## config.mk

```make
export PLATFORM = sky130hd
export DESIGN_NAME = mem_arbiter
export DESIGN_NICKNAME = d
export VERILOG_FILES = /design/src/rtl/cache_definition.sv /design/src/rtl/rr_pick.sv /design/src/rtl/mem_arbiter.sv
export SDC_FILE = /design/constraint.sdc
export NUM_CORES = 1
export LEC_CHECK = 0
export CAP_MARGIN = 20
export CORE_MARGIN = 2
export CORE_UTILIZATION = 44
export DETAILED_ROUTE_END_ITERATION = 12
export HOLD_SLACK_MARGIN = 0.1
export PLACE_DENSITY = 0.92
export SYNTH_ARGS = -nofsm -noshare
export SYNTH_HDL_FRONTEND = slang
export SYNTH_HIERARCHICAL = 1
export SYNTH_SLANG_ARGS = --single-unit
export TNS_END_PERCENT = 10
```

## constraint.sdc

```tcl
create_clock -name clk -period 3.4 [get_ports clk]
set_clock_uncertainty 0.2 [all_clocks]
set_input_delay 0.34 -clock clk [delete_from_list [all_inputs] [get_ports clk]]
set_output_delay 0.34 -clock clk [all_outputs]
set_load 0.01 [all_outputs]
```

## src/rtl/cache_definition.sv

```systemverilog
// Shared request/response types between the caches, the arbiter and the
// sram_controller, plus the arbiter state encoding.
package cache_definition;

  localparam int ADDR_W = 20;
  localparam int DATA_W = 16;

  // rw encoding on the memory bus: 1 = write, 0 = read
  localparam logic RW_WRITE = 1'b1;

  typedef struct packed {
    logic              valid;
    logic              rw;
    logic [ADDR_W-1:0] addr;
    logic [DATA_W-1:0] data;
  } cache_to_mem_type;

  typedef struct packed {
    logic              ready;
    logic [DATA_W-1:0] data;
  } mem_to_cache_type;

  typedef enum logic [1:0] {
    IDLE  = 2'd0,
    ISSUE = 2'd1,
    WAIT  = 2'd2,
    RESP  = 2'd3
  } arb_state_type;

endpackage

```

## src/rtl/rr_pick.sv

```systemverilog
// Combinational round-robin picker: searches from last_grant+1 upward,
// wrapping, and returns the first requester with its bit set.
module rr_pick #(
  parameter int NREQ = 2
) (
  input  logic [NREQ-1:0]         req_vec,
  input  logic [$clog2(NREQ)-1:0] last_grant,
  output logic                    found,
  output logic [$clog2(NREQ)-1:0] index
);

  localparam int IW = $clog2(NREQ);

  // cand[k] is the requester examined at search position k
  logic [IW-1:0] cand [NREQ];

  for (genvar gi = 0; gi < NREQ; gi++) begin : g_cand
    assign cand[gi] = IW'((32'(last_grant) + 32'(gi) + 32'd1) % 32'(NREQ));
  end

  // Walk from the farthest candidate down so the nearest hit wins
  always_comb begin
    found = 1'b0;
    index = '0;
    for (int i = NREQ - 1; i >= 0; i--) begin
      if (req_vec[cand[i]]) begin
        found = 1'b1;
        index = cand[i];
      end
    end
  end

endmodule

```

## src/rtl/mem_arbiter.sv

```systemverilog
// Round-robin arbiter letting NREQ cache requesters share one
// sram_controller. One transaction at a time: IDLE -> ISSUE -> WAIT -> RESP.
// Every output is a register; the request is latched at grant time so
// requester activity while busy never reaches the memory bus.
module mem_arbiter
  import cache_definition::*;
#(
  parameter int NREQ = 2
) (
  input  logic                             clk,
  input  logic                             rst,
  input  cache_to_mem_type [NREQ-1:0]      req_in,
  output mem_to_cache_type [NREQ-1:0]      rsp_out,
  output cache_to_mem_type                 mem_req,
  input  mem_to_cache_type                 mem_rsp,
  output logic [$clog2(NREQ)-1:0]          grant_idx,
  output logic                             busy
);

  localparam int IW = $clog2(NREQ);

  arb_state_type               state_reg, state_next;
  cache_to_mem_type            mem_req_reg, mem_req_next;
  mem_to_cache_type [NREQ-1:0] rsp_reg, rsp_next;
  logic [IW-1:0]               grant_reg, grant_next;
  logic [IW-1:0]               last_reg, last_next;
  logic                        busy_reg, busy_next;

  logic [NREQ-1:0] valid_vec;
  logic            pick_found;
  logic [IW-1:0]   pick_idx;

  for (genvar gi = 0; gi < NREQ; gi++) begin : g_valid
    assign valid_vec[gi] = req_in[gi].valid;
  end

  rr_pick #(.NREQ(NREQ)) u_pick (
    .req_vec    (valid_vec),
    .last_grant (last_reg),
    .found      (pick_found),
    .index      (pick_idx)
  );

  // State and output registers; reset aborts any transaction in flight
  always_ff @(posedge clk or negedge rst) begin
    if (!rst) begin
      state_reg   <= IDLE;
      mem_req_reg <= '0;
      rsp_reg     <= '0;
      grant_reg   <= '0;
      last_reg    <= IW'(NREQ - 1);
      busy_reg    <= 1'b0;
    end else begin
      state_reg   <= state_next;
      mem_req_reg <= mem_req_next;
      rsp_reg     <= rsp_next;
      grant_reg   <= grant_next;
      last_reg    <= last_next;
      busy_reg    <= busy_next;
    end
  end

  // Next state plus next values of every registered output
  always_comb begin
    state_next         = state_reg;
    mem_req_next       = mem_req_reg;
    mem_req_next.valid = 1'b0;
    rsp_next           = rsp_reg;
    for (int j = 0; j < NREQ; j++) begin
      rsp_next[j].ready = 1'b0;
    end
    grant_next = grant_reg;
    last_next  = last_reg;

    case (state_reg)
      IDLE: begin
        if (pick_found) begin
          grant_next         = pick_idx;
          last_next          = pick_idx;
          mem_req_next       = req_in[pick_idx];
          mem_req_next.valid = 1'b1;
          state_next         = ISSUE;
        end
      end
      ISSUE: begin
        state_next = WAIT;
      end
      WAIT: begin
        if (mem_rsp.ready) begin
          rsp_next[grant_reg].ready = 1'b1;
          rsp_next[grant_reg].data  = (mem_req_reg.rw == RW_WRITE) ? '0 : mem_rsp.data;
          state_next                = RESP;
        end
      end
      RESP: begin
        state_next = IDLE;
      end
      default: begin
        state_next = IDLE;
      end
    endcase

    busy_next = (state_next != IDLE);
  end

  assign mem_req   = mem_req_reg;
  assign rsp_out   = rsp_reg;
  assign grant_idx = grant_reg;
  assign busy      = busy_reg;

endmodule

```

Word-level counts from Yosys, hierarchy flattened
Cells that the tools add are included.
Word-level totals
  logic and storage cells: 51
  register bits: 77
  output and inout port bits: 74
Cells by class
  multiplexer cells: 24
  reductions and logical operators: 5
  eq/ne operators: 3
  $add $sub $neg: 2
  $lt $le $gt $ge: 5
Operator list (number)
  2-to-1 mux 38 bit: 2
  2-to-1 mux 37 bit: 2
  bitwise mux 34 bit: 2
  2-to-1 mux 34 bit: 2
  demux 17 bit (select 1 bit): 2
  2-to-1 mux 16 bit: 2
  2-to-1 mux 17 bit: 1
  less-than comparator 1 x 2 -> 1 bit, second input constant: 4
  2-to-1 mux 1 bit: 8
  one-hot mux 2 bit (4 select lines): 1
  equality test 2 bit, second input constant: 2
  2-to-1 mux 2 bit: 2
  AND reduction 2 bit: 2
  adder 1 bit, second input constant: 2
  equality test 2 x 1 -> 1 bit, second input constant: 1
  zero test 2 bit: 1
  nonzero test 2 bit: 1
  greater-or-equal comparator 1 bit, second input constant: 1
  logical AND 1 bit: 1

Logic depth before layout (Yosys ltp)
  word-level depth: 10
  mapped depth: 5

Cells and area by module
The synthesis kept the hierarchy.
Modules (own cells, without submodules)
  mem_arbiter: area an instance 3467.1 µm², cells each 221, times used 1, sequential area each 1928.1 µm²
  rr_pick: area an instance 13.8 µm², cells each 2, times used 1, sequential area each 0.0 µm²

Least setup slack after synthesis
Ideal clock, no wire load.
  path type: input to register
  from: in req_in[75] (netlist bit)
  to: reg mem_req_reg (netlist bit mem_req[15])
  data arrival time: 1492 ps
  stages on the path: 4
  library setup time: 125 ps
  required time: 3075 ps
  setup slack: 1583 ps
  buffers on the path: 1
  cell sequence: a21boi_1 -> clkbuf_1 -> mux2_2 -> mux2_2
Between the ends
  cells in the longest elaborated chain, start to end: 6
RTL lines
  start, declared: line mem_arbiter.sv:12  | input cache_to_mem_type [NREQ-1:0] req_in,
  2-to-1 mux 1 bit (implied by the code) (2 in series): line rr_pick.sv:26  | if (req_vec[cand[i]]) begin
  2-to-1 mux 1 bit (2 in series): line rr_pick.sv:26
  2-to-1 mux 37 bit (implied by the code) (2 in series): line mem_arbiter.sv:80  | mem_req_next = req_in[pick_idx];
  end signal, assigned: line mem_arbiter.sv:55  | mem_req_reg <= mem_req_next;
  end, declared: line mem_arbiter.sv:23  | cache_to_mem_type mem_req_reg, mem_req_next;
Parallel ways exist; a longest one is shown, timed or not. The select of a mux whose other input is x is not followed.
A chain may end at the register's enable or synchronous reset.

Worst setup path in the final report
  from: reg mem_req_reg (netlist bit mem_req[36])
  to: out mem_req[36] (netlist bit)
RTL lines
  end, declared: line mem_arbiter.sv:14  | output cache_to_mem_type mem_req,
No word-level cell between the ends.

==> summary.md <==
| Metric | Value |
|---|---|
| Final nets | 490 |
| Leakage | 2.28 nW |
| GRT overflow | 0 |
| Critical path class | flip-flop to output port |
| Seq/Total Area, Yosys | 0.554 |
| Most frequent cells in the layout | 167 x clkdlybuf4s50_1, 76 x dfrtp_1, 66 x mux2_2, 24 x mux2_1, 18 x mux2_4 |
| Mapped cell area | 3480 um^2 |
| Tightest Pin Transition | 960 ps |
| Startpoint types | flip-flop |
| Count of max-cap constraint violations | 0 |
| Yosys reg bits | 77 |
| Hold Slack | 289 ps |
| Initial antenna violation count | 0 |
| Yosys warning count | 6 |
| # clock sinks | 77 |
| Drt pass-1 iters | 4 |
| Final hold vios | 0 |
| Mean post-synth cell area | 15.6 um^2 |
| Critical-path cell list | clkdlybuf4s50_1 |
| Setup TNS | 0 ps |
| Worst EP arrival | 1720 ps |
| DR WL/cell | 17.1 um |
| Slew Viols, Final | 0 |
| CTS H-tree depth | 3 |
| Crit path buffers/inverters | 1 |
| CP Max Fanout | 18 |
| Global-route wire length before repair | 13700 um |
| Vias | 2484 |
| Post-cts sizing count | 0 |
| Vias in the first global route | 2699 |
| Reg clk slew, reported paths | 80 ps |
| Num CTS Buffers | 9 |
| Critical Path Sink Type | output port |
| Largest net degree at the start of global routing | 78 |
| Mapped Nets | 318 |
| Synth cell types | 20 |
| CTS Buffer Depth | 2 |
| Starting DRT DRC Count | 49 |
| Die X | 92.9 um |
| Area Growth Syn to Fin | 57.1% |
| Dpl hpwl | 6470 um |
| Fmax achieved | 442 MHz |
| Pwr per Cell Area | 816 nW/um^2 |
| Crit-path slowest cell | dfrtp_1 |
| Row cnt | 32 |
| Req. time, crit path | 2860 ps |
| Chip height | 92.9 um |
| Core Box Area | 7690 um^2 |
| Largest stage delay, worst path | 740 ps |
| Worst min path class | flip-flop to flip-flop |
| Clk_lat worst skew | 330 ps |
| Final wirelength | 8590 um |
| Fin crit period | 2260 ps |
| Status | finished, final reports clean |
| # diodes | 0 |
| Crit share post-route | 0.665 |
| Fillers | 543 |
| DRC viols | 0 |
| Delay-heaviest family, CP | flip-flops |
| Post-Synthesis Cells | 223 |
| Initial Utilization | 0.453 |
| RSZ-0062 raised after global routing | no |
| DR vias/cell | 4.95 |
| Share of layout cells above drive strength 1 | 0.275 |
| Total setup buffers inserted after CTS | 0 |
| Remaining antenna violation count | 0 |
| Commonest non-fill, non-tap cell in the layout | clkdlybuf4s50_1 |
| Clock root buffer | clkbuf_8 |
| Tot GR Track Use | 0.207 |
| Die Footprint | 8640 um^2 |
| Port Buf Inserts | 168 |
| TritonCTS clock tree | yes |
| Setup-violating endpoint count in the final report | 0 |
| Slew margin rel. | 0.360 |
| VDD IR max | 0.404 mV |
| Routability Congestion | 0.745 |
| # IOs | 169 |
[synthesized netlist by cell type (all sizes together)]
| cell | n | area share |
|---|---|---|
| mux2 | 108 | 0.37 |
| dfrtp | 76 | 0.55 |
| nor2b | 16 | 0.029 |
| buf | 10 | 0.023 |
| clkbuf | 3 | 0.0032 |
| a21boi | 1 | 0.0022 |
| and4b | 1 | 0.0029 |
| dfstp | 1 | 0.0075 |
| mux2i | 1 | 0.0029 |
| nor2 | 1 | 0.0011 |
| nor3b | 1 | 0.0036 |
| nor4bb | 1 | 0.0029 |
| o21bai | 1 | 0.0022 |
| or2 | 1 | 0.0018 |
| xor2 | 1 | 0.0025 |
[layout make-up]
type | instances | area [um^2] | share of cell area
Tap cell | 102 | 128 | 0.0233
Clock inverter | 7 | 57.6 | 0.0105
Timing Repair Buffer | 174 | 1740 | 0.318
Sequential cell | 77 | 1930 | 0.353
Clock buffer | 9 | 124 | 0.0226
Multi-Input combinational cell | 133 | 1490 | 0.273
[final timing paths]
path / start / end / slack, ps / depth (start not counted)
setup / recovery: mem_req[36] / mem_req[36] / 1140 / 1
hold / removal: flip-flop / flip-flop / 290 / 1
setup reg to reg: last_reg / mem_req[11] / 1450 / 4
hold reg to reg: flip-flop / flip-flop / 290 / 1
max in group asynchronous: rst / mem_req[33] / 1870 / 2
min in group asynchronous: rst / asynchronous set/reset pin / 490 / 2
[power breakdown]
part           leakage, nW  switching [mW]  total, mW  internal [mW]
clock               0.0829           0.362      0.636          0.274
sequential           0.943           0.286       1.65           1.36
combinational         1.25           0.780       2.18           1.40
[what timing repair did]
item / in CTS / in global routing
setup endpoints to repair: 0 / 0
hold buffers: 1 / 0
endpoints found under the hold margin: 76 / 0
[cell families (layout without fill, tap and decap cells)]
kind of cell	count (synthesis)	in the layout	share of synthesized area
mux	109	109	0.372
flops	77	77	0.554
simple gates	21	21	0.0410
buf+inv	13	190	0.0266
compound gates	2	2	0.00432
xor+xnor	1	1	0.00252
[stage by stage]
| step | setup slack [ps] | area (um^2) | cells | util | total power [mW] |
|---|---|---|---|---|---|
| floorplan | 1580 | 3480 | 223 | - | 2.66 |
| global placement | 973 | 5280 | 485 | 0.687 | 3.78 |
| detailed placement | 931 | 5280 | 485 | 0.687 | 3.87 |
| CTS | 1090 | 5470 | 502 | 0.711 | 4.52 |
| global route | 1020 | 5470 | 502 | 0.711 | 4.73 |
| finish | 1140 | 5470 | 502 | 0.711 | 4.46 |
[layer usage]
metal | vias up | track usage | part of all wire
li1 | 1133 | - | -
met1 | 1242 | 0.247 | 0.38
met2 | 97 | 0.364 | 0.54
met3 | 12 | 0.0480 | 0.057
met4 | 0 | 0.0760 | 0.020
met5 | - | 0 | 0
Power figures use the tool's default switching activity.
